### config.mk
export PLATFORM = sky130hd
export DESIGN_NAME = uart_byte_tx_flat
export DESIGN_NICKNAME = d
export VERILOG_FILES = /design/src/rtl/uart_pkg.sv /design/src/rtl/uart_byte_tx_if.sv /design/src/rtl/uart_baud_tick.sv /design/src/rtl/uart_byte_tx.sv /design/src/flat_wrapper.sv
export SDC_FILE = /design/constraint.sdc
export NUM_CORES = 1
export LEC_CHECK = 0
export ABC_AREA = 1
export CAP_MARGIN = 5
export CORE_UTILIZATION = 50
export CTS_BUF_LIST = sky130_fd_sc_hd__clkbuf_2 sky130_fd_sc_hd__clkbuf_4 sky130_fd_sc_hd__clkbuf_8
export CTS_CLUSTER_SIZE = 10
export DETAILED_ROUTE_END_ITERATION = 8
export PLACE_DENSITY = 0.71
export SKIP_CTS_REPAIR_TIMING = 1
export SYNTH_ARGS = -nofsm -noshare
export SYNTH_HDL_FRONTEND = slang
export SYNTH_SLANG_ARGS = --single-unit
### constraint.sdc
create_clock -name clk -period 2 [get_ports clk]
set_input_delay 0.4 -clock clk [delete_from_list [all_inputs] [get_ports clk]]
set_output_delay 0.4 -clock clk [all_outputs]
set_load 0.05 [all_outputs]
### src/rtl/uart_pkg.sv
`timescale 1ns/1ps
`default_nettype none
// ============================================================================
//  Module      : uart_pkg
//  Description : State codes, frame length and default divider shared by
//                uart_byte_tx and uart_ctrl.
//  Revision    : 1.0  initial release
// ============================================================================
package uart_pkg;

    // 12 MHz / 9600 baud
    localparam int c_CLKS_PER_BIT_DEF = 1250;

    // start + 8 data + stop
    localparam int c_FRAME_BITS = 10;
    localparam int c_DATA_BITS  = 8;

    // These codes are published on uart_send_sta and decoded by uart_ctrl.
    typedef enum logic [3:0] {
        ST_IDLE  = 4'd0,
        ST_START = 4'd1,
        ST_DATA  = 4'd2,
        ST_STOP  = 4'd3,
        ST_DONE  = 4'd9
    } uart_state_e;

endpackage : uart_pkg
`default_nettype wire

### src/rtl/uart_byte_tx_if.sv
`timescale 1ns/1ps
`default_nettype none
// ============================================================================
//  Module      : uart_byte_tx_if
//  Description : Byte handshake and serial line between a producer and the
//                UART byte transmitter.
//  Revision    : 1.0  initial release
// ============================================================================
interface uart_byte_tx_if;

    logic       uart_send;
    logic [7:0] send_data;
    logic       uart_send_done;
    logic [3:0] uart_send_sta;
    logic       txd;

    // Producer side (uart_ctrl or a testbench)
    modport master (
        output uart_send,
        output send_data,
        input  uart_send_done,
        input  uart_send_sta,
        input  txd
    );

    // Transmitter side
    modport slave (
        input  uart_send,
        input  send_data,
        output uart_send_done,
        output uart_send_sta,
        output txd
    );

endinterface : uart_byte_tx_if
`default_nettype wire

### src/rtl/uart_baud_tick.sv
`timescale 1ns/1ps
`default_nettype none
// ============================================================================
//  Module      : uart_baud_tick
//  Description : Bit-period counter; tick is high while the count sits at
//                CLKS_PER_BIT-1, i.e. on the last cycle of each bit.
//  Revision    : 1.0  initial release
// ============================================================================
module uart_baud_tick
    import uart_pkg::*;
#(
    parameter int CLKS_PER_BIT = c_CLKS_PER_BIT_DEF
) (
    input  wire logic clk,
    input  wire logic rst,
    input  wire logic clr,
    output logic      tick
);

    localparam int               c_CW   = $clog2(CLKS_PER_BIT);
    localparam logic [c_CW-1:0]  c_LAST = c_CW'(CLKS_PER_BIT - 1);

    logic [c_CW-1:0] r_cnt;

    // Count 0..CLKS_PER_BIT-1 and wrap; clr holds the count at zero.
    always_ff @(posedge clk) begin
        if (rst || clr) begin
            r_cnt <= '0;
        end else if (r_cnt == c_LAST) begin
            r_cnt <= '0;
        end else begin
            r_cnt <= r_cnt + c_CW'(1);
        end
    end

    assign tick = (r_cnt == c_LAST);

endmodule : uart_baud_tick
`default_nettype wire

### src/rtl/uart_byte_tx.sv
`timescale 1ns/1ps
`default_nettype none
// ============================================================================
//  Module      : uart_byte_tx
//  Description : 8N1 byte transmitter with level handshake. Accepts a byte
//                in IDLE, shifts it out LSB-first, then parks in DONE until
//                the requester drops uart_send. All outputs are registered.
//  Revision    : 1.0  initial release
// ============================================================================
module uart_byte_tx
    import uart_pkg::*;
#(
    parameter int CLKS_PER_BIT = c_CLKS_PER_BIT_DEF
) (
    input  wire logic       clk,
    input  wire logic       rst,
    uart_byte_tx_if.slave   bus
);

    uart_state_e r_state;
    uart_state_e w_state_nxt;
    logic [7:0]  r_shreg;
    logic [7:0]  w_shreg_nxt;
    logic [2:0]  r_bit_idx;
    logic [2:0]  w_bit_idx_nxt;
    logic        r_txd;
    logic        w_txd_nxt;
    logic        r_done;
    logic        w_done_nxt;
    logic        w_tick;
    logic        w_cnt_clr;

    // The bit timer only runs while a frame is on the line.
    assign w_cnt_clr = !((r_state == ST_START) ||
                         (r_state == ST_DATA)  ||
                         (r_state == ST_STOP));

    uart_baud_tick #(
        .CLKS_PER_BIT (CLKS_PER_BIT)
    ) u_baud_tick (
        .clk  (clk),
        .rst  (rst),
        .clr  (w_cnt_clr),
        .tick (w_tick)
    );

    // Next state, datapath and output decode; outputs are derived from the
    // next state so they take effect on the same edge as the transition.
    always_comb begin
        w_state_nxt   = r_state;
        w_shreg_nxt   = r_shreg;
        w_bit_idx_nxt = r_bit_idx;

        case (r_state)
            ST_IDLE: begin
                if (bus.uart_send) begin
                    w_state_nxt   = ST_START;
                    w_shreg_nxt   = bus.send_data;
                    w_bit_idx_nxt = 3'd0;
                end
            end
            ST_START: begin
                if (w_tick) begin
                    w_state_nxt = ST_DATA;
                end
            end
            ST_DATA: begin
                if (w_tick) begin
                    w_shreg_nxt   = r_shreg >> 1;
                    w_bit_idx_nxt = r_bit_idx + 3'd1;
                    if (r_bit_idx == 3'd7) begin
                        w_state_nxt = ST_STOP;
                    end
                end
            end
            ST_STOP: begin
                if (w_tick) begin
                    w_state_nxt = ST_DONE;
                end
            end
            ST_DONE: begin
                // Never re-accept from here: sta=9 must outlive uart_send.
                if (!bus.uart_send) begin
                    w_state_nxt = ST_IDLE;
                end
            end
            default: begin
                w_state_nxt = ST_IDLE;
            end
        endcase

        w_txd_nxt  = 1'b1;
        w_done_nxt = 1'b0;
        case (w_state_nxt)
            ST_START: w_txd_nxt  = 1'b0;
            ST_DATA:  w_txd_nxt  = w_shreg_nxt[0];
            ST_DONE:  w_done_nxt = 1'b1;
            default:  w_txd_nxt  = 1'b1;
        endcase
    end

    // State and registered outputs.
    always_ff @(posedge clk) begin
        if (rst) begin
            r_state   <= ST_IDLE;
            r_shreg   <= 8'h00;
            r_bit_idx <= 3'd0;
            r_txd     <= 1'b1;
            r_done    <= 1'b0;
        end else begin
            r_state   <= w_state_nxt;
            r_shreg   <= w_shreg_nxt;
            r_bit_idx <= w_bit_idx_nxt;
            r_txd     <= w_txd_nxt;
            r_done    <= w_done_nxt;
        end
    end

    assign bus.txd            = r_txd;
    assign bus.uart_send_done = r_done;
    assign bus.uart_send_sta  = r_state;

endmodule : uart_byte_tx
`default_nettype wire

### src/flat_wrapper.sv
// flat-port wrapper written by rule: the top's interface ports become plain ports
module uart_byte_tx_flat import uart_pkg::*;
#(
    parameter int CLKS_PER_BIT = c_CLKS_PER_BIT_DEF
)
  (clk, rst, bus_uart_send, bus_send_data, bus_uart_send_done, bus_uart_send_sta, bus_txd);
  uart_byte_tx_if bus_i ();
  input  wire logic clk;
  input  wire logic rst;
  input wire logic [$bits(bus_i.uart_send)-1:0] bus_uart_send;
  input wire logic [$bits(bus_i.send_data)-1:0] bus_send_data;
  output wire logic [$bits(bus_i.uart_send_done)-1:0] bus_uart_send_done;
  output wire logic [$bits(bus_i.uart_send_sta)-1:0] bus_uart_send_sta;
  output wire logic [$bits(bus_i.txd)-1:0] bus_txd;
  assign bus_i.uart_send = bus_uart_send;
  assign bus_i.send_data = bus_send_data;
  assign bus_uart_send_done = bus_i.uart_send_done;
  assign bus_uart_send_sta = bus_i.uart_send_sta;
  assign bus_txd = bus_i.txd;
  uart_byte_tx #(.CLKS_PER_BIT(CLKS_PER_BIT)) u_core (.clk(clk), .rst(rst), .bus(bus_i));
endmodule
==> metrics.yaml, run 1 <==
floorplanning:
  fp.dieW_um: 56.94
  core_area_um2: 2805
  core.rowCount: 19
  die_area_um2: 3242
  start_util: 0.5379
  ios: 17
  dieHeight_um: 56.94
setup_path:
  path_max_fanout: 1
  cp_num_buf_inv: 1
  crit_type: "flip-flop to output pin"
  cpLargestDelayFamily: "buffers and inverters"
  crit_chain: "clkdlybuf4s50_1"
  crit_path_end_kind: "output pin"
  cp.arrival_ns: 1.46
  worst-endpoint-required_ns: 1.60
  slowest_stage: "clkdlybuf4s50_1"
  critical_path.max_stage_delay_ns: 0.80
  startpoint_type: "flip-flop"
pwr:
  powerDensity_nw_per_um2: 559.1
  leakagePower_uw: 0.0007454
  peakVddDrop_mv: 0.3773
sta:
  finClkSkew_ns: 0.01204
  hold_viol: 0
  rsz0062_at_grt: "no"
  slew_viol_final: 0
  maxSlewHeadroom: 0.6645
  setup_violations: 0
  setup_slack_ns: 0.1393
  max_freq_ghz: 0.5374
  fin_crit_sh: 0.9303
  worst_pin_slew_ns: 0.5025
  fin_crit_ns: 1.861
placement:
  post_dp_cell_area_um2: 1692
  place_ws_ns: 0.2801
  gp_congestion: 0.7741
  io_buffers: 16
  hpwl_mm: 2.080
cells_and_area:
  synthToLayoutAreaGrowth_pct: 14.84
  drive_above_1_share: 0.2095
  fin_area_um2: 1733
  final_net_count: 226
  num_antenna_cells: 0
grt:
  antenna_found_initial: 0
  grt_pass1_wl_mm: 4.554
  grt_pass1_vias: 1092
  globalRouteOverflowTotal: 0
  grt_start_max_net_pins: 16
  grt_usage: 0.1764
synth:
  synthCells: 191
  synth_seq_cells: 28
  yosysSeqAreaShare: 0.3715
  synth_area_um2: 1509
  syn-num-nets: 206
  ys_types: 33
  syn_area_per_cell_um2: 7.900
  yosysWarnings: 0
cts:
  clk_path_buf_depth: 2
  cts_made_buffers: 3
  worst_skew_pair.late_latency_ns: 0.33
  path_clk_slew_ns: 0.14
  cts.sinks: 28
  ctsHtreeMaxLevel: 1
  cts_root_buffer: "clkbuf_4"
  cts_tree: "yes"
outcome:
  status: "complete, but fails checks"
  violations: "design-rule violations"
drt:
  wl_per_cell_um: 11.18
  ant_nets: 0
  dr_total_vias: 1263
  drc_errors: 2
  drt_wl_total_mm: 2.694
  firstDrtPassIters: 6
  viasPerCell: 5.241
  drt_iter0_drc: 48
job:
  cap_violations: 0
worst_hold_path:
  hp-class: "flip-flop to flip-flop"
[worst reg2reg max path: stages (launching register included)]
cell and delay [ns]:
dfxtp_1 0.41, ha_1 0.19, nand2_1 0.14, nor2_8 0.19, inv_4 0.06, nor2_8 0.21, nand2_4 0.07, nand2_4 0.09
inv_4 0.06, nand2_1 0.06, a31oi_1 0.07
[routing by layer]
metal,track usage,wire length (um),vias to the layer above
met5,0,0,-
met4,0.06272,27,0
met3,0.02041,100,4
met2,0.2992,1310,25
met1,0.2331,1255,577
li1,-,-,657
[worst paths after layout]
check | startpoint | depth (start not counted) | endpoint | slack, ns
worst max-delay path | u_core.bus.uart_send_done | 1 | bus_uart_send_done | 0.14
worst min-delay path | u_core.r_shreg[7] | 2 | u_core.r_shreg[7] | 0.47
worst max register to register | u_core.u_baud_tick.r_cnt[0] | 10 | u_core.r_shreg[6] | 0.33
worst min register to register | u_core.r_shreg[7] | 2 | u_core.r_shreg[7] | 0.47
[state kept, by name, indices dropped and copies added, names as in the netlist]
name                       count
u_core.bus.txd                 1
u_core.bus.uart_send_done      1
u_core.bus.uart_send_sta       4
u_core.u_baud_tick.r_cnt      11
u_core.r_bit_idx               3
u_core.r_shreg                 8
[logic make-up (layout without fill, tap and decap cells)]
logic type	count (synthesis)	in the layout	share of synthesized area
simple gates	103	103	0.3980
flops	28	28	0.3715
buf+inv	27	46	0.07960
compound gates	26	26	0.1037
fa+ha+maj	4	4	0.03317
xor+xnor	2	2	0.01161
other cells	1	1	0.002485
[Yosys cell counts (all sizes together)]
cell type | count | share of area
nand2 | 45 | 0.14
nor2 | 33 | 0.15
dfxtp | 28 | 0.37
inv | 25 | 0.067
nand3 | 18 | 0.070
a21oi | 8 | 0.032
a31oi | 7 | 0.029
o21ai | 7 | 0.023
ha | 4 | 0.033
nor3 | 3 | 0.017
nand4 | 2 | 0.018
xor2 | 2 | 0.012
a211oi | 1 | 0.0050
buf | 1 | 0.0099
clkbuf | 1 | 0.0025
conb | 1 | 0.0025
nor4 | 1 | 0.0041
o211ai | 1 | 0.0050
o21a | 1 | 0.0050
o21bai | 1 | 0.0050
or2 | 1 | 0.0041
[metrics by stage]
step,setup TNS (ns),std cells,hold slack [ns],power [uW],util
floorplan,0,191,0.4334,660.2,-
global placement,0,237,0.4489,697.7,0.6030
detailed placement,0,237,0.4602,701.4,0.6030
CTS,-0.003028,241,0.4778,977.3,0.6160
global route,0,241,0.4968,1006,0.6178
finish,0,241,0.4735,968.8,0.6178
[report_power, final]
part	switching, uW	leakage [uW]	total (uW)	internal [uW]
clock network	168	0.0000210	280	111
registers	9.48	0.000228	583	573
logic	60.3	0.000497	106	46.1
[layout make-up]
| type | instances | area (um2) |
|---|---|---|
| Sequential cell | 28 | 560.5 |
| Clock buffer | 4 | 36.28 |
| Fill cell | 261 | 1072 |
| Multi-Input combinational cell | 136 | 828.3 |
| Tap cell | 31 | 38.79 |
| Timing Repair Buffer | 17 | 167.7 |
| Inverter | 25 | 101.3 |
[cell usage in the layout (no fill, tap or decap), types with 2 or more instances in the layout]
cell type	instances
nand2_4	3
dfxtp_1	28
o21ai_0	4
nor2_8	3
nand2_2	5
nor2_1	21
nor2_4	6
dlymetal6s2s_1	2
buf_4	3
nor3_1	2
clkbuf_4	3
inv_4	3
nand3_1	15
nand2_1	37
nand3_2	3
a21oi_2	2
nor2_2	3
inv_1	16
o21ai_1	3
clkdlybuf4s50_1	12
a31oi_1	7
a21oi_1	6
inv_2	6
xor2_1	2
ha_1	4
No activity file was read; power rests on OpenSTA's default activity.
==> inputs of run 2 (changes only) <==
--- a/config.mk
+++ b/config.mk
@@ -7,11 +7,12 @@
 export LEC_CHECK = 0
 export ABC_AREA = 1
 export CAP_MARGIN = 5
+export CORE_MARGIN = 2
 export CORE_UTILIZATION = 50
 export CTS_BUF_LIST = sky130_fd_sc_hd__clkbuf_2 sky130_fd_sc_hd__clkbuf_4 sky130_fd_sc_hd__clkbuf_8
 export CTS_CLUSTER_SIZE = 10
 export DETAILED_ROUTE_END_ITERATION = 8
-export PLACE_DENSITY = 0.71
+export PLACE_DENSITY = 0.74
 export SKIP_CTS_REPAIR_TIMING = 1
 export SYNTH_ARGS = -nofsm -noshare
 export SYNTH_HDL_FRONTEND = slang
==> constraint.sdc (replaced) <==
create_clock -name clk -period 1.6 [get_ports clk]
set_input_delay 0.32 -clock clk [delete_from_list [all_inputs] [get_ports clk]]
set_output_delay 0.32 -clock clk [all_outputs]
set_load 0.05 [all_outputs]
==> run 2 against run 1 <==
Compared with the run above: the flow still finishes with violations (design-rule violations); largest power group unchanged; combinational power up 37%; critical path depth up 9; register-to-register slack worse by 0.21 ns; clock power up 21%; sequential cell count unchanged; sequential share of layout area down 2.0 points; highest routed layer unchanged; global-route usage up 0.60 points; total power up 26%; non-clock buffer count up 7; hold slack better by 0.0060 ns; sequential power up 25%; largest cell class unchanged.
==> metrics.yaml, run 2 (synthesized netlist as in run 1, its figures left out) <==
outcome:
  status: "complete, but fails checks"
  violations: "design-rule violations"
drt:
  wl_per_cell_um: 11.85  # +6.0%
  drt_iter0_drc: 37  # -23%
  ant_nets: 0  # unchanged
  firstDrtPassIters: 6  # unchanged
  drc_errors: 1  # -1
  drt_wl_total_mm: 2.950  # +9.5%
  viasPerCell: 5.124  # -2.2%
  dr_total_vias: 1276  # +1.0%
cts:
  worst_skew_pair.late_latency_ns: 0.32  # about the same
  cts_made_buffers: 3  # unchanged
  path_clk_slew_ns: 0.15  # about the same
  clk_path_buf_depth: 2  # unchanged
  cts_root_buffer: "clkbuf_4"
  cts_tree: "yes"
  ctsHtreeMaxLevel: 1  # unchanged
  cts.sinks: 28  # unchanged
sta:
  fin_crit_sh: 0.9230
  max_freq_ghz: 0.6772
  setup_slack_ns: 0.1232  # -0.01608 ns
  rsz0062_at_grt: "yes"
  finClkSkew_ns: 0.004320  # -0.007716 ns
  slew_viol_final: 0  # unchanged
  fin_crit_ns: 1.477
  hold_viol: 0  # unchanged
  setup_violations: 0  # unchanged
  whs_ns: 0.4796  # +0.006028 ns
placement:
  place_ws_ns: 0.001663  # -0.2784 ns
  gp_congestion: 0.7995  # +3.3%
  hpwl_mm: 2.250  # +8.2%
  io_buffers: 16  # unchanged
  post_dp_cell_area_um2: 1789  # +5.8%
setup_path:
  worst-endpoint-required_ns: 1.83  # +0.23 ns
  crit_path_end_kind: "flip-flop"
  cp.arrival_ns: 1.70  # +0.24 ns
  crit_type: "flip-flop to flip-flop"
  path_max_fanout: 9  # +8
  startpoint_type: "flip-flop"
floorplanning:
  start_util: 0.5379  # unchanged
  ios: 17  # unchanged
  core.rowCount: 19  # unchanged
  dieHeight_um: 58.94  # +3.5%
  die_area_um2: 3473  # +7.1%
  fp.dieW_um: 58.94  # +3.5%
  core_area_um2: 2805  # unchanged
pwr:
  powerDensity_nw_per_um2: 655.3  # +17%
  peakVddDrop_mv: 0.4307  # +14%
  leakagePower_uw: 0.0007862  # +5.5%
grt:
  grt_pass1_wl_mm: 4.940  # +8.5%
  grt_usage: 0.1824  # +0.006001
  grt_pass1_vias: 1213  # +11%
  globalRouteOverflowTotal: 0  # unchanged
  antenna_found_initial: 0  # unchanged
  grt_start_max_net_pins: 16  # unchanged
cells_and_area:
  synthToLayoutAreaGrowth_pct: 22.97
  final_net_count: 234  # +3.5%
  fillers: 234  # -10%
  layout_common_cells: "nand2_1 (36), dfxtp_1 (26), nor2_1 (20)"
  largest_reg_flops: 11  # unchanged
  drive_above_1_share: 0.2798  # +0.07029
  mostFrequentLayoutCell: "nand2_1"
  num_antenna_cells: 0  # unchanged
  fin_area_um2: 1856  # +7.1%
  top_register: "u_core.u_baud_tick.r_cnt"
  postLayoutCoreUtil: 0.6615  # +0.04371
job:
  cap_violations: 0  # unchanged
worst_hold_path:
  hp-class: "flip-flop to flip-flop"
[run 2: cell count changes in the layout (fill, tap and decap cells not counted), sizes merged]
cell,before,now
buf,3,14
nor2,33,34
dlymetal6s2s,2,0
clkdlybuf4s50,12,10
[run 2: final cells by class]
type	instances	area, um2	area share
Multi-Input combinational cell	137	848.3	0.4572
Sequential cell	28	563.0	0.3034
Timing Repair Buffer	24	267.8	0.1443
Inverter	25	101.3	0.05462
Tap cell	31	38.79	0.02090
Clock buffer	4	36.28	0.01955
[run 2: path summary, 6_finish.rpt]
check	startpoint	to	slack, ns	cells after the start
setup / recovery	u_core.u_baud_tick.r_cnt[0]	u_core.r_shreg[1]	0.12	10
hold / removal	u_core.r_shreg[7]	u_core.r_shreg[7]	0.48	2
setup reg to reg	u_core.u_baud_tick.r_cnt[0]	u_core.r_shreg[1]	0.12	10
hold reg to reg	u_core.r_shreg[7]	u_core.r_shreg[7]	0.48	2
[run 2: metrics by stage]
stage                       TNS (ns)  std cells  total power (uW)
after floorplan                    0        191             825.2
after global placement             0        243             884.4
after detailed placement           0        243             889.6
after CTS                   -0.09676        247              1229
after global routing      -0.0005335        249              1275
final                              0        249              1216
[run 2: worst max-delay path: stages (launching register included)]
cell and delay (ns):
dfxtp_1 0.37, ha_1 0.19, nand2_2 0.10, nor2_8 0.14, inv_4 0.07, nor2_8 0.15
nand2_4 0.06, nand2_4 0.09, inv_4 0.06, nand2_1 0.07, a31oi_1 0.07
[run 2: per-layer routing]
metal	GRT usage	wire, um
met1	0.2432	1369
met2	0.3079	1450
met3	0.02637	96
met4	0.04870	34
met5	0	0
[run 2: report_power, final]
group          leakage, uW  switching, uW  internal [uW]
logic             0.000537           77.6           67.5
registers         0.000229           13.9            717
clock network    0.0000210            201            139
